==> src/rtl/ctrl_ram_saida_pkg.sv <==
// pkg_saida: shared patterns, state encoding and the double-dabble step used by ctrl_ram_saida
package pkg_saida;
    localparam int NUM_DIGITOS = 3;
    localparam int LARG_BCD = 4 * NUM_DIGITOS;
    localparam int LARG_DD = LARG_BCD + 10;
    localparam logic [6:0] PADRAO_APAGADO = 7'b1111110;
    localparam logic [6:0] PADRAO_E = 7'b0110000;
    localparam logic [9:0][6:0] TABELA_7SEG = {
        7'b0000100, 7'b0000000, 7'b0001111, 7'b0100000, 7'b0100100,
        7'b1001100, 7'b0000110, 7'b0010010, 7'b1001111, 7'b0000001
    };
    typedef enum logic [2:0] {IDLE, CONV, ESC0, ESC1, ESC2, FIM} estado_t;
    // One iteration: BCD nibbles >= 5 get +3, then the whole {bcd, bin} word shifts left
    function automatic logic [LARG_DD-1:0] dd_passo(input logic [LARG_DD-1:0] v);
        logic [LARG_DD-1:0] a;
        a = v;
        for (int i = 0; i < NUM_DIGITOS; i++)
            if (a[10+4*i +: 4] >= 4'd5) a[10+4*i +: 4] = a[10+4*i +: 4] + 4'd3;
        return {a[LARG_DD-2:0], 1'b0};
    endfunction
endpackage

==> src/rtl/ctrl_ram_saida_if.sv <==
// ctrl_ram_saida_if: CPU/clear request handshakes plus the display RAM write port
interface ctrl_ram_saida_if;
    logic       cpu_req;
    logic [9:0] cpu_valor;
    logic       clr_req;
    logic       cpu_ack;
    logic       clr_ack;
    logic       busy;
    logic       done;
    logic [6:0] data;
    logic [10:0] end_linha;
    logic [10:0] end_coluna;
    logic       write;
    modport master (
        output cpu_req, cpu_valor, clr_req,
        input  cpu_ack, clr_ack, busy, done, data, end_linha, end_coluna, write
    );
    modport slave (
        input  cpu_req, cpu_valor, clr_req,
        output cpu_ack, clr_ack, busy, done, data, end_linha, end_coluna, write
    );
endinterface

==> src/rtl/ctrl_ram_saida_decod_7seg.sv <==
// decod_7seg: BCD digit to active-low seven-segment pattern, non-decimal codes blank
module decod_7seg
    import pkg_saida::*;
(
    input  logic [3:0] i_bcd,
    output logic [6:0] o_seg
);
    assign o_seg = (i_bcd > 4'd9) ? PADRAO_APAGADO : TABELA_7SEG[i_bcd];
endmodule

==> src/rtl/ctrl_ram_saida.sv <==
// ctrl_ram_saida: arbitrates print/clear requests and writes three 7-seg digits to the display RAM
module ctrl_ram_saida
    import pkg_saida::*;
#(
    parameter int LINHA = 0,
    parameter int COL_BASE = 0,
    parameter int SUPRIME_ZEROS = 0
) (
    input logic             clock,
    input logic             resetCPU,
    ctrl_ram_saida_if.slave io
);
    localparam logic SUPR = (SUPRIME_ZEROS != 0);
    estado_t r_estado;
    estado_t w_prox;
    logic [3:0] r_iter;
    logic [LARG_DD-1:0] r_shift;
    logic [9:0] r_valor;
    logic r_limpa;
    logic [6:0] r_data;
    logic w_cpu_ack;
    logic w_clr_ack;
    logic w_write;
    logic [1:0] w_off;
    logic [3:0] w_cent;
    logic [3:0] w_dez;
    logic [3:0] w_uni;
    logic [3:0] w_digito;
    logic [6:0] w_seg;
    logic [6:0] w_padrao;
    logic w_ovf;
    logic w_apaga;
    always_ff @(posedge clock) begin
        if (resetCPU) begin
            r_estado <= IDLE;
            r_iter <= 4'd0;
            r_shift <= '0;
            r_valor <= 10'd0;
            r_limpa <= 1'b0;
            r_data <= PADRAO_APAGADO;
        end else begin
            r_estado <= w_prox;
            if (w_clr_ack) begin
                r_limpa <= 1'b1;
            end else if (w_cpu_ack) begin
                r_limpa <= 1'b0;
                r_valor <= io.cpu_valor;
                r_shift <= {{LARG_BCD{1'b0}}, io.cpu_valor};
                r_iter <= 4'd0;
            end else if (r_estado == CONV) begin
                r_shift <= dd_passo(r_shift);
                r_iter <= r_iter + 4'd1;
            end
            if (w_write) r_data <= w_padrao;
        end
    end
    // Clear has fixed priority; requests are only looked at in IDLE
    always_comb begin
        w_prox = r_estado;
        w_cpu_ack = 1'b0;
        w_clr_ack = 1'b0;
        w_off = 2'd0;
        case (r_estado)
            IDLE: begin
                w_clr_ack = io.clr_req & ~resetCPU;
                w_cpu_ack = io.cpu_req & ~io.clr_req & ~resetCPU;
                w_prox = io.clr_req ? ESC0 : io.cpu_req ? CONV : IDLE;
            end
            CONV: w_prox = (r_iter == 4'd9) ? ESC0 : CONV;
            ESC0: w_prox = ESC1;
            ESC1: begin
                w_prox = ESC2;
                w_off = 2'd1;
            end
            ESC2: begin
                w_prox = FIM;
                w_off = 2'd2;
            end
            default: w_prox = IDLE;
        endcase
    end
    assign w_write = (r_estado == ESC0) || (r_estado == ESC1) || (r_estado == ESC2);
    assign w_cent = r_shift[LARG_DD-1 -: 4];
    assign w_dez = r_shift[LARG_DD-5 -: 4];
    assign w_uni = r_shift[LARG_DD-9 -: 4];
    assign w_digito = (r_estado == ESC0) ? w_cent : (r_estado == ESC1) ? w_dez : w_uni;
    assign w_ovf = r_valor > 10'd999;
    assign w_apaga = SUPR && (w_cent == 4'd0) && ((r_estado == ESC0) || ((r_estado == ESC1) && (w_dez == 4'd0)));
    decod_7seg u_decod (
        .i_bcd(w_digito),
        .o_seg(w_seg)
    );
    assign w_padrao = r_limpa ? PADRAO_APAGADO : w_ovf ? PADRAO_E : w_apaga ? PADRAO_APAGADO : w_seg;
    assign io.cpu_ack = w_cpu_ack;
    assign io.clr_ack = w_clr_ack;
    assign io.busy = (r_estado == CONV) || w_write;
    assign io.done = (r_estado == FIM);
    assign io.write = w_write;
    assign io.data = w_write ? w_padrao : r_data;
    assign io.end_linha = 11'(LINHA);
    assign io.end_coluna = 11'(COL_BASE) + {9'd0, w_off};
endmodule

==> src/flat_wrapper.sv <==
// flat-port wrapper written by rule: the top's interface ports become plain ports
module ctrl_ram_saida_flat import pkg_saida::*;
#(
    parameter int LINHA = 0,
    parameter int COL_BASE = 0,
    parameter int SUPRIME_ZEROS = 0
)
  (clock, resetCPU, io_cpu_req, io_cpu_valor, io_clr_req, io_cpu_ack, io_clr_ack, io_busy, io_done, io_data, io_end_linha, io_end_coluna, io_write);
  ctrl_ram_saida_if io_i ();
  input logic clock;
  input logic resetCPU;
  input wire logic [$bits(io_i.cpu_req)-1:0] io_cpu_req;
  input wire logic [$bits(io_i.cpu_valor)-1:0] io_cpu_valor;
  input wire logic [$bits(io_i.clr_req)-1:0] io_clr_req;
  output wire logic [$bits(io_i.cpu_ack)-1:0] io_cpu_ack;
  output wire logic [$bits(io_i.clr_ack)-1:0] io_clr_ack;
  output wire logic [$bits(io_i.busy)-1:0] io_busy;
  output wire logic [$bits(io_i.done)-1:0] io_done;
  output wire logic [$bits(io_i.data)-1:0] io_data;
  output wire logic [$bits(io_i.end_linha)-1:0] io_end_linha;
  output wire logic [$bits(io_i.end_coluna)-1:0] io_end_coluna;
  output wire logic [$bits(io_i.write)-1:0] io_write;
  assign io_i.cpu_req = io_cpu_req;
  assign io_i.cpu_valor = io_cpu_valor;
  assign io_i.clr_req = io_clr_req;
  assign io_cpu_ack = io_i.cpu_ack;
  assign io_clr_ack = io_i.clr_ack;
  assign io_busy = io_i.busy;
  assign io_done = io_i.done;
  assign io_data = io_i.data;
  assign io_end_linha = io_i.end_linha;
  assign io_end_coluna = io_i.end_coluna;
  assign io_write = io_i.write;
  ctrl_ram_saida #(.LINHA(LINHA), .COL_BASE(COL_BASE), .SUPRIME_ZEROS(SUPRIME_ZEROS)) u_core (.clock(clock), .resetCPU(resetCPU), .io(io_i));
endmodule
==> config.mk <==
export PLATFORM = sky130hd
export DESIGN_NAME = ctrl_ram_saida_flat
export DESIGN_NICKNAME = d
export VERILOG_FILES = /design/src/rtl/ctrl_ram_saida_pkg.sv /design/src/rtl/ctrl_ram_saida_if.sv /design/src/rtl/ctrl_ram_saida_decod_7seg.sv /design/src/rtl/ctrl_ram_saida.sv /design/src/flat_wrapper.sv
export SDC_FILE = /design/constraint.sdc
export NUM_CORES = 1
export LEC_CHECK = 0
export ABC_AREA = 0
export CAP_MARGIN = 10
export CORE_UTILIZATION = 56
export CTS_CLUSTER_DIAMETER = 40
export DETAILED_ROUTE_END_ITERATION = 12
export GPL_ROUTABILITY_DRIVEN = 0
export PLACE_DENSITY = 0.85
export SLEW_MARGIN = 20
export SYNTH_ARGS = -nofsm -noshare
export SYNTH_HDL_FRONTEND = slang
export SYNTH_SLANG_ARGS = --single-unit
export TNS_END_PERCENT = 1
==> constraint.sdc <==
create_clock -name clock -period 7 [get_ports clock]
set_input_delay 1.05 -clock clock [delete_from_list [all_inputs] [get_ports clock]]
set_output_delay 1.05 -clock clock [all_outputs]
set_load 0.05 [all_outputs]
======== After elaboration in Yosys (flattened, before gate mapping) ========
Memories as Yosys holds them, arrays and structs flattened.
Cells that the tools add are included.
storage, ports and cells
  input port bits ......................... 14
  memory bits (read-only) ................. 112
  output and inout bits ................... 34
  memories kept ........................... 1
  register bits ........................... 47
  logic and storage cells ................. 60
cells by class
  $lt $le $gt $ge ......................... 6
  equality and inequality tests ........... 6
  bitwise gates (word level) .............. 6
  multiplexer cells ....................... 23
  reductions and logical operators ........ 8
  add/subtract/negate cells ............... 4
memories
  memory           depth  width  read ports  clocked after memory_dff  wr ports  line                            text
  (no name shown)  16     7      1           0                         0         ctrl_ram_saida_decod_7seg.sv:8  assign o_seg = (i_bcd > 4'd9) ? PADRAO_APAGADO : TABELA_7SEG[i_bcd];
operator list
  cell                    number
  $mux W22                2
  $mux W7                 5
  $mux W4                 6
  $pmux W3 S5             1
  $ge A4 B3 Y1 const B    3
  $gt A10 B10 Y1 const B  1
  $add A4 B2 Y4 const B   2
  $eq A3 B2 Y1 const B    2
  $eq A3 B3 Y1 const B    2
  $mux W3                 2
  $lt A4 B5 Y1 const B    1
  $mux W1                 5
  $add A4 B1 Y4 const B   1
  $eq A4 B4 Y1 const B    1
  $gt A4 B4 Y1 const B    1
  $pmux W2 S2             1
  $reduce_and A2 Y1       2
  $reduce_bool A2 Y1      2
  $add A3 B2 Y3 const B   1
  $and A1 B1 Y1           3
  $eq A3 B1 Y1 const B    1
  $logic_not A3 Y1        1
  $logic_or A1 B1 Y1      3
  $not A1 Y1              3
  $mux W2                 1

======== Logic depth before layout (Yosys ltp) ========
Gate-level depths: netlist of run 1.
  depth in word-level cells ............... 9
  depth in mapped cells ................... 11
  gate-level depth less buffers ........... 9

======== Cells and area by module ========
Synthesis of run 1 repeated with hierarchy kept, for this count alone.
unflattened totals
  cell total of the unflattened synthesis .. 315
  area, all modules ....................... 2586.2 um^2
by module, submodules not included
  module          instances  cells an instance  sequential area each (um^2)  area an instance (um^2)
  ctrl_ram_saida  1          289                880.8                        2366.0
  decod_7seg      1          26                 0.0                          220.2

======== Worst setup path before layout of run 1 ========
OpenSTA, ideal clock, no wires.
  kind .................................... register to output
  start point ............................. register u_core.r_estado[1]
  end point ............................... output io_data[1]
  setup slack ............................. 2.574 ns
  data arrival time ....................... 3.376 ns
  data required time ...................... 5.950 ns
  stages on the path, launching flop included .. 10
  path buffers ............................ 2
  cells stage by stage .................... dfxtp_1 buf_2 nor2b_1 buf_2 mux2i_1 inv_1 ha_1 a21oi_1 nor2_1 o41ai_1
between the ends
  word-level cells in the longest chain between the ends .. 9
  elaborated cells between the ends (all ways) .. 14
  those cells by class .................... order compare (1); eq/ne (3); mux (7); reduce/logical (2); memory (1)
ends and longest elaborated chain
  item                           line                                        text
  from (decl)                    ctrl_ram_saida.sv:14                        estado_t r_estado;
  from (signal assigned)         ctrl_ram_saida.sv:42                        r_estado <= w_prox;
  $eq A3 B2 Y1                   ctrl_ram_saida.sv:82, ctrl_ram_saida.sv:86
  $mux W4 (2 in series)          ctrl_ram_saida.sv:86                        assign w_digito = (r_estado == ESC0) ? w_cent : (r_estado == ESC1) ? w_dez : w_uni;
  $mem_v2 Z16 W7                 --
  $mux W7 (not written as such)  ctrl_ram_saida_decod_7seg.sv:8
  $mux W7                        ctrl_ram_saida_decod_7seg.sv:8
  $mux W7 (2 in series)          ctrl_ram_saida.sv:93                        assign w_padrao = r_limpa ? PADRAO_APAGADO : w_ovf ? PADRAO_E : w_apaga ? PADRAO_APAGADO : w_seg;
  $mux W7 *                      --
  to (decl)                      flat_wrapper.sv:19                          output wire logic [$bits(io_i.data)-1:0] io_data;
Mark *: on every way between the ends. The rest lies on a longest branch, timed or not. The select of a mux whose other input is x is not followed.

======== Final worst setup path of run 1 ========
  start point ............................. register u_core.r_estado[1]
  end point ............................... output io_data[2]
The elaborated chain is that of the path after synthesis.

==> results of run 1 <==
[tightest hold or removal path: cells and delay by family, from the launching register on]
family             cells  cell delay (ns)
DFF                    1             0.31
AOI/OAI and AO/OA      1             0.06
and+or+nand+nor        1             0.05
[area by class of cell]
type | count | area [sq um]
Timing Repair Buffer | 30 | 293
Clock buffer | 5 | 68.8
Multi-Input combinational cell | 240 | 1480
Clock inverter | 3 | 90.1
Inverter | 12 | 45.0
Fill cell | 376 | 1460
Tap cell | 52 | 65.1
Sequential cell | 44 | 881
[metal layers]
metal / track usage / wire length (um) / vias up
met5: 0 / 0 / -
met4: 0.0689 / 67 / 0
met3: 0.0625 / 268 / 8
met2: 0.384 / 2580 / 57
met1: 0.305 / 2560 / 1003
li1: - / - / 1082
[sequential cells by signal, summed over array words and instances (netlist names)]
register and cells:
u_core.r_estado 3, u_core.r_limpa 1, u_core.r_iter 4, u_core.r_shift 22, u_core.r_data 7, u_core.r_valor 7
[final timing paths]
kind / from / to / slack (ns) / cells past startpoint
worst max-delay path: u_core.r_estado[1] / io_data[2] / 1.68 / 9
worst min-delay path: u_core.r_valor[3] / u_core.r_valor[3] / 0.46 / 2
worst max register to register: u_core.r_estado[1] / u_core.r_data[2] / 3.75 / 8
worst min register to register: u_core.r_valor[3] / u_core.r_valor[3] / 0.46 / 2
[power groups by stage]
stage	Combinational, mW	Clock (mW)	Sequential (mW)
after floorplan	0.251	0	0.286
after global placement	0.299	0	0.299
after detailed placement	0.303	0	0.300
after CTS	0.305	0.272	0.294
after global routing	0.326	0.279	0.298
final	0.306	0.269	0.295
[cells in the final DEF (no fill, tap or decap), types with 5 or more instances in the layout]
cell | synthesis | layout
sky130_fd_sc_hd__a22o_1 | 5 | 5
sky130_fd_sc_hd__a21oi_1 | 30 | 30
sky130_fd_sc_hd__mux2_2 | 13 | 13
sky130_fd_sc_hd__clkbuf_8 | 0 | 5
sky130_fd_sc_hd__nor2_1 | 30 | 30
sky130_fd_sc_hd__inv_1 | 12 | 12
sky130_fd_sc_hd__nand2b_1 | 7 | 7
sky130_fd_sc_hd__nor2b_1 | 5 | 5
sky130_fd_sc_hd__nand2_1 | 37 | 37
sky130_fd_sc_hd__dfxtp_1 | 44 | 44
sky130_fd_sc_hd__nor3_1 | 6 | 6
sky130_fd_sc_hd__clkdlybuf4s50_1 | 0 | 27
sky130_fd_sc_hd__ha_1 | 13 | 13
sky130_fd_sc_hd__conb_1 | 1 | 20
sky130_fd_sc_hd__o21ai_0 | 14 | 14
sky130_fd_sc_hd__mux2i_1 | 5 | 5
[logic make-up after synthesis]
group                    Yosys count  share of synthesized area
flip-flops                        44                      0.343
AND/OR/NAND/NOR                  105                      0.191
multiplexers                      18                     0.0765
other                              1                    0.00146
adder cells (fa/ha/maj)           13                     0.0634
AO/OA/AOI/OAI                     77                      0.192
buffers and inverters             49                      0.109
XOR/XNOR                           7                     0.0239
[metrics by stage]
step           area (sq um)  power (mW)   util  hold WS (ns)
6_report               2920       0.870  0.666         0.465
5_1_grt                2920       0.904  0.666         0.489
4_1_cts                2920       0.871  0.666         0.465
3_5_place_dp           2760       0.603  0.630         0.454
3_3_place_gp           2760       0.597  0.630         0.439
2_1_floorplan          2640       0.538      -         0.433
==> impl_metrics.py, run 1 <==
metrics = {
    "status": {
        "result_of_the_run": "complete, no violations",
    },
    "synth": {
        "synth_area_per_cell_sq_um": 8.17,
        "synth_top_cells_by_count": "sky130_fd_sc_hd__dfxtp_1, sky130_fd_sc_hd__nand2_1, sky130_fd_sc_hd__a21oi_1, sky130_fd_sc_hd__nor2_1, sky130_fd_sc_hd__buf_4",
        "synthDominantCellAreaShare": 0.343,
        "ys_ff_latch": 44,
        "synth_edf_count": 0,
        "ys_warn_count": 0,
        "async_flop_share": 0,
        "synth.yosys.seq_area_share": 0.343,
        "synth_area_sq_um": 2570,
        "synthCells": 314,
        "yosys.cell_types.count": 48,
        "synth_area_leaders": "sky130_fd_sc_hd__dfxtp_1, sky130_fd_sc_hd__ha_1, sky130_fd_sc_hd__buf_4",
        "primary_ff_master_synth": "sky130_fd_sc_hd__dfxtp_1",
        "yosys.area.top_type": "sky130_fd_sc_hd__dfxtp_1",
        "most_common_cell_in_the_synthesized_netlist": "sky130_fd_sc_hd__dfxtp_1",
    },
    "sta": {
        "setup_viol": 0,
        "fin_crit_ns": 5.32,
        "timing.setup.tns_ns": 0,
        "max_clock_freq_mhz": 188,
        "rsz0062_at_grt": "no",
        "final_hold_vios": 0,
        "relSlewSlack": 0.357,
        "min_period_over_period": 0.760,
        "worst_clock_skew_ns": 0.00714,
        "final_critical_path_setup_slack_ns": 1.68,
        "report.final.slew_viol_count": 0,
        "worst-slew-pin-transition_ns": 0.957,
    },
    "detailed_routing": {
        "number_of_vias_in_the_routed_layout": 2150,
        "drt-total-wl_um": 5470,
        "ant_nets": 0,
        "drcViolationCount": 0,
        "drt-vias-per-instance": 5.57,
        "dr.pass1.iters": 4,
        "post_detailed_route_wirelength_per_cell_um": 14.2,
        "dr.first_iter.drc_count": 166,
    },
    "cts": {
        "numCtsBuffers": 5,
        "worst_setup_hold_path_clk_slew_ns": 0.09,
        "cts_resized": 0,
        "cts.path.max_buffers": 2,
        "clock_tree_from_tritoncts": "done",
        "clk-insertion-delay-late_ns": 0.30,
        "root_cell_of_the_clock_tree": "sky130_fd_sc_hd__clkbuf_8",
        "hold_buffers": 0,
        "tritoncts_num_sinks": 44,
        "post-cts-setup-buffer-count": 0,
        "htree_num_levels": 2,
    },
    "power_and_ir_drop": {
        "cell_internal_pwr_uw": 557,
        "comb_power_share": 0.351,
        "share_clk_of_total_power": 0.309,
        "power.net_switching_uw": 313,
        "pwr-share-seq": 0.339,
        "power.switching_fraction": 0.360,
        "ir_drop_mv": 0.196,
        "leakage_nw": 1.14,
        "power_density_nw_per_um2": 298,
    },
    "setup_path": {
        "gate_family_responsible_for_the_most_delay_along_the_worst_path": "buffers and inverters",
        "startpoint_type": "flop",
        "crit_fanout": 12,
        "worst-path-buf-inv": 2,
        "crit_type": "flop to output pin",
        "worst_setup_path_end_kind": "output pin",
        "timing.critical_path.slowest_cell_delay_ns": 0.80,
        "cp_slowest_cell": "sky130_fd_sc_hd__clkdlybuf4s50_1",
        "crit_path_cell_trace": "nor2b_1 > mux2i_1 > inv_1 > ha_1 > a221oi_1 > a211oi_1 > o31a_1 > nor2_1 > clkdlybuf4s50_1",
        "cp_data_arrival_time_ns": 4.27,
        "timing.critical_path.required_ns": 5.95,
    },
    "placement": {
        "placed_cells_incl_taps": 378,
        "io_port_bufs": 27,
        "hpwlAfterDp_um": 3930,
        "detailedPlace.worstSlack_ns": 2.19,
    },
    "die": {
        "floorplan.io_pins": 48,
        "initial_core_utilization": 0.585,
        "floorplan.core_area_sq_um": 4380,
        "die-height_um": 69.7,
        "die_width_um": 69.7,
        "die_area_sq_um": 4860,
        "row_count": 24,
    },
    "layout": {
        "fin_cells": 386,
        "ant_diodes": 0,
        "finish.net_count": 360,
        "growth_of_design_area_from_synthesis_to_finish_pct": 13.8,
        "drive_above_1_share": 0.0838,
    },
    "grt": {
        "grt_first_pass_wirelength_um": 9200,
        "grt_start_max_net_pins": 41,
        "grt_use_total": 0.235,
        "antenna_found_initial": 0,
        "vias_in_the_first_global_route": 1994,
        "global_route.overflow_total": 0,
    },
    "worst_hold_path": {
        "min-delay-path-class": "flop to flop",
    },
    "run": {
        "drv_cap": 0,
    },
}
Note: power is estimated with default switching activity, not from simulation.
==> run 2, diff against run 1 <==
--- a/config.mk
+++ b/config.mk
@@ -7,11 +7,11 @@
 export LEC_CHECK = 0
 export ABC_AREA = 0
 export CAP_MARGIN = 10
-export CORE_UTILIZATION = 56
+export CORE_UTILIZATION = 52
 export CTS_CLUSTER_DIAMETER = 40
 export DETAILED_ROUTE_END_ITERATION = 12
 export GPL_ROUTABILITY_DRIVEN = 0
-export PLACE_DENSITY = 0.85
+export PLACE_DENSITY = 0.8
 export SLEW_MARGIN = 20
 export SYNTH_ARGS = -nofsm -noshare
 export SYNTH_HDL_FRONTEND = slang
==> constraint.sdc (replaced) <==
create_clock -name clock -period 5.35 [get_ports clock]
set_input_delay 0.8025 -clock clock [delete_from_list [all_inputs] [get_ports clock]]
set_output_delay 0.8025 -clock clock [all_outputs]
set_load 0.05 [all_outputs]
==> impl_metrics.py, run 2 (synthesized netlist as in run 1, its figures left out) <==
metrics = {
    "die": {
        "die_area_sq_um": 5220,
        "floorplan.core_area_sq_um": 4720,
        "floorplan.io_pins": 48,
        "die-height_um": 72.3,
        "die_width_um": 72.3,
        "initial_core_utilization": 0.543,
        "row_count": 25,
    },
    "cts": {
        "post-cts-setup-buffer-count": 0,
        "clock_tree_from_tritoncts": "done",
        "root_cell_of_the_clock_tree": "sky130_fd_sc_hd__clkbuf_8",
        "hold_buffers": 0,
        "clk-insertion-delay-late_ns": 0.30,
        "tritoncts_num_sinks": 44,
        "htree_num_levels": 2,
        "worst_setup_hold_path_clk_slew_ns": 0.09,
        "cts.path.max_buffers": 2,
        "numCtsBuffers": 5,
        "cts_resized": 0,
    },
    "sta": {
        "max_clock_freq_mhz": 228,
        "rsz0062_at_grt": "no",
        "fin_crit_ns": 4.39,
        "report.final.slew_viol_count": 0,
        "worst_clock_skew_ns": 0.00357,
        "hold_slack_ns": 0.467,
        "setup_viol": 0,
        "final_hold_vios": 0,
        "worst-slew-pin-transition_ns": 0.916,
        "timing.setup.tns_ns": 0,
        "relSlewSlack": 0.384,
        "min_period_over_period": 0.821,
    },
    "grt": {
        "global_route.overflow_total": 0,
        "vias_in_the_first_global_route": 1916,
        "grt_use_total": 0.221,
        "grt_start_max_net_pins": 40,
        "antenna_found_initial": 0,
        "grt_first_pass_wirelength_um": 8930,
    },
    "layout": {
        "postLayoutCellArea_sq_um": 2890,
        "final_util": 0.611,
        "registers.top_by_ff_count": "u_core.r_shift",
        "most_used_cells_in_the_layout_excluding_fill_and_tap_cells": "sky130_fd_sc_hd__dfxtp_1, sky130_fd_sc_hd__nand2_1, sky130_fd_sc_hd__nor2_1, sky130_fd_sc_hd__a21oi_1, sky130_fd_sc_hd__clkdlybuf4s50_1",
        "biggestRegsByFlops": "u_core.r_shift (22), u_core.r_data (7), u_core.r_valor (7)",
        "largest_register_ff_count": 22,
        "finish.net_count": 361,
        "ant_diodes": 0,
        "drive_above_1_share": 0.0866,
        "n_fill_cell": 412,
        "growth_of_design_area_from_synthesis_to_finish_pct": 12.4,
        "layout_commonest_cell": "sky130_fd_sc_hd__dfxtp_1",
    },
    "status": {
        "result_of_the_run": "complete, no violations",
    },
    "worst_hold_path": {
        "min-delay-path-class": "flop to flop",
        "hold_start": "u_core.r_valor[6]",
    },
    "power_and_ir_drop": {
        "power_density_nw_per_um2": 351,
        "leakage_nw": 1.11,
        "share_clk_of_total_power": 0.220,
        "pwr-share-seq": 0.380,
        "ir_drop_mv": 0.158,
        "cell_internal_pwr_uw": 601,
        "power.switching_fraction": 0.406,
        "comb_power_share": 0.400,
        "power.net_switching_uw": 411,
    },
    "detailed_routing": {
        "dr.first_iter.drc_count": 132,
        "drcViolationCount": 0,
        "dr.pass1.iters": 4,
        "number_of_vias_in_the_routed_layout": 2178,
        "post_detailed_route_wirelength_per_cell_um": 13.8,
        "ant_nets": 0,
        "drt-vias-per-instance": 5.42,
        "drt-total-wl_um": 5540,
    },
    "setup_path": {
        "timing.critical_path.slowest_cell_delay_ns": 0.80,
        "r2r_start": "u_core.r_estado[1]",
        "crit_path_cell_trace": "nor2b_1 > buf_4 > mux2i_1 > inv_1 > ha_1 > a221oi_1 > a211oi_1 > o31a_1 > nor2_1 > clkdlybuf4s50_1",
        "crit_type": "flop to output pin",
        "crit_fanout": 12,
        "cp_data_arrival_time_ns": 3.59,
        "worst_setup_path_end_kind": "output pin",
        "worst-path-buf-inv": 3,
        "cp_slowest_cell": "sky130_fd_sc_hd__clkdlybuf4s50_1",
        "critical_path.startpoint": "u_core.r_estado[1]",
        "timing.critical_path.required_ns": 4.55,
        "startpoint_type": "flop",
        "gate_family_responsible_for_the_most_delay_along_the_worst_path": "buffers and inverters",
    },
    "placement": {
        "dpl-instance-area_sq_um": 2790,
        "io_port_bufs": 27,
        "hpwlAfterDp_um": 4060,
    },
    "run": {
        "drv_cap": 0,
    },
}
[run 2: cell count changes in the layout (fill, tap and decap cells not counted)]
cell                         delta
sky130_fd_sc_hd__buf_4          +1
sky130_fd_sc_hd__clkbuf_8       +1
sky130_fd_sc_hd__clkinvlp_4     +2
sky130_fd_sc_hd__bufinv_16      -3
[run 2: cell type report]
class	count	area, sq um	area share
clock inverter	2	15.0	0.00520
tap	67	83.8	0.0291
inverter	12	45.0	0.0156
sequential	44	881	0.305
timing repair buffer	31	300	0.104
multi-input combinational	240	1480	0.512
clock buffer	6	82.6	0.0286
[run 2: per-layer routing]
layer / GRT usage / routed length (um)
met5: 0 / 0
met4: 0.0893 / 85
met3: 0.0319 / 307
met2: 0.356 / 2560
met1: 0.298 / 2590
[run 2: power by group through the flow]
stage	clock, mW	sequential [mW]	combinational, mW
4_1_cts	0.224	0.384	0.404
2_1_floorplan	0	0.375	0.329
3_5_place_dp	0	0.392	0.402
5_1_grt	0.235	0.389	0.431
6_report	0.223	0.385	0.404
3_3_place_gp	0	0.390	0.398
[run 2: final timing paths]
kind | end | depth (start not counted) | slack, ns
worst max-delay path | io_data[2] | 10 | 0.96
worst min-delay path | u_core.r_valor[6] | 2 | 0.47
worst max register to register | u_core.r_data[2] | 9 | 2.78
worst min register to register | u_core.r_valor[6] | 2 | 0.47
[run 2: stage by stage]
stage               worst slack, ns  std cells  power (mW)
floorplan                      1.17        333       0.703
global placement               1.35        394       0.788
detailed placement             1.30        394       0.794
CTS                           0.967        402        1.01
global route                  0.627        402        1.06
finish                        0.959        402        1.01
[run 2: worst register-to-register path, cell delays in order (launching register included)]
cell and delay [ns]:
sky130_fd_sc_hd__dfxtp_1 0.51, sky130_fd_sc_hd__nor2b_1 0.18, sky130_fd_sc_hd__buf_4 0.20, sky130_fd_sc_hd__mux2i_1 0.38, sky130_fd_sc_hd__inv_1 0.15, sky130_fd_sc_hd__ha_1 0.24, sky130_fd_sc_hd__a221oi_1 0.30, sky130_fd_sc_hd__a211oi_1 0.12
sky130_fd_sc_hd__o31a_1 0.31, sky130_fd_sc_hd__o21bai_1 0.12
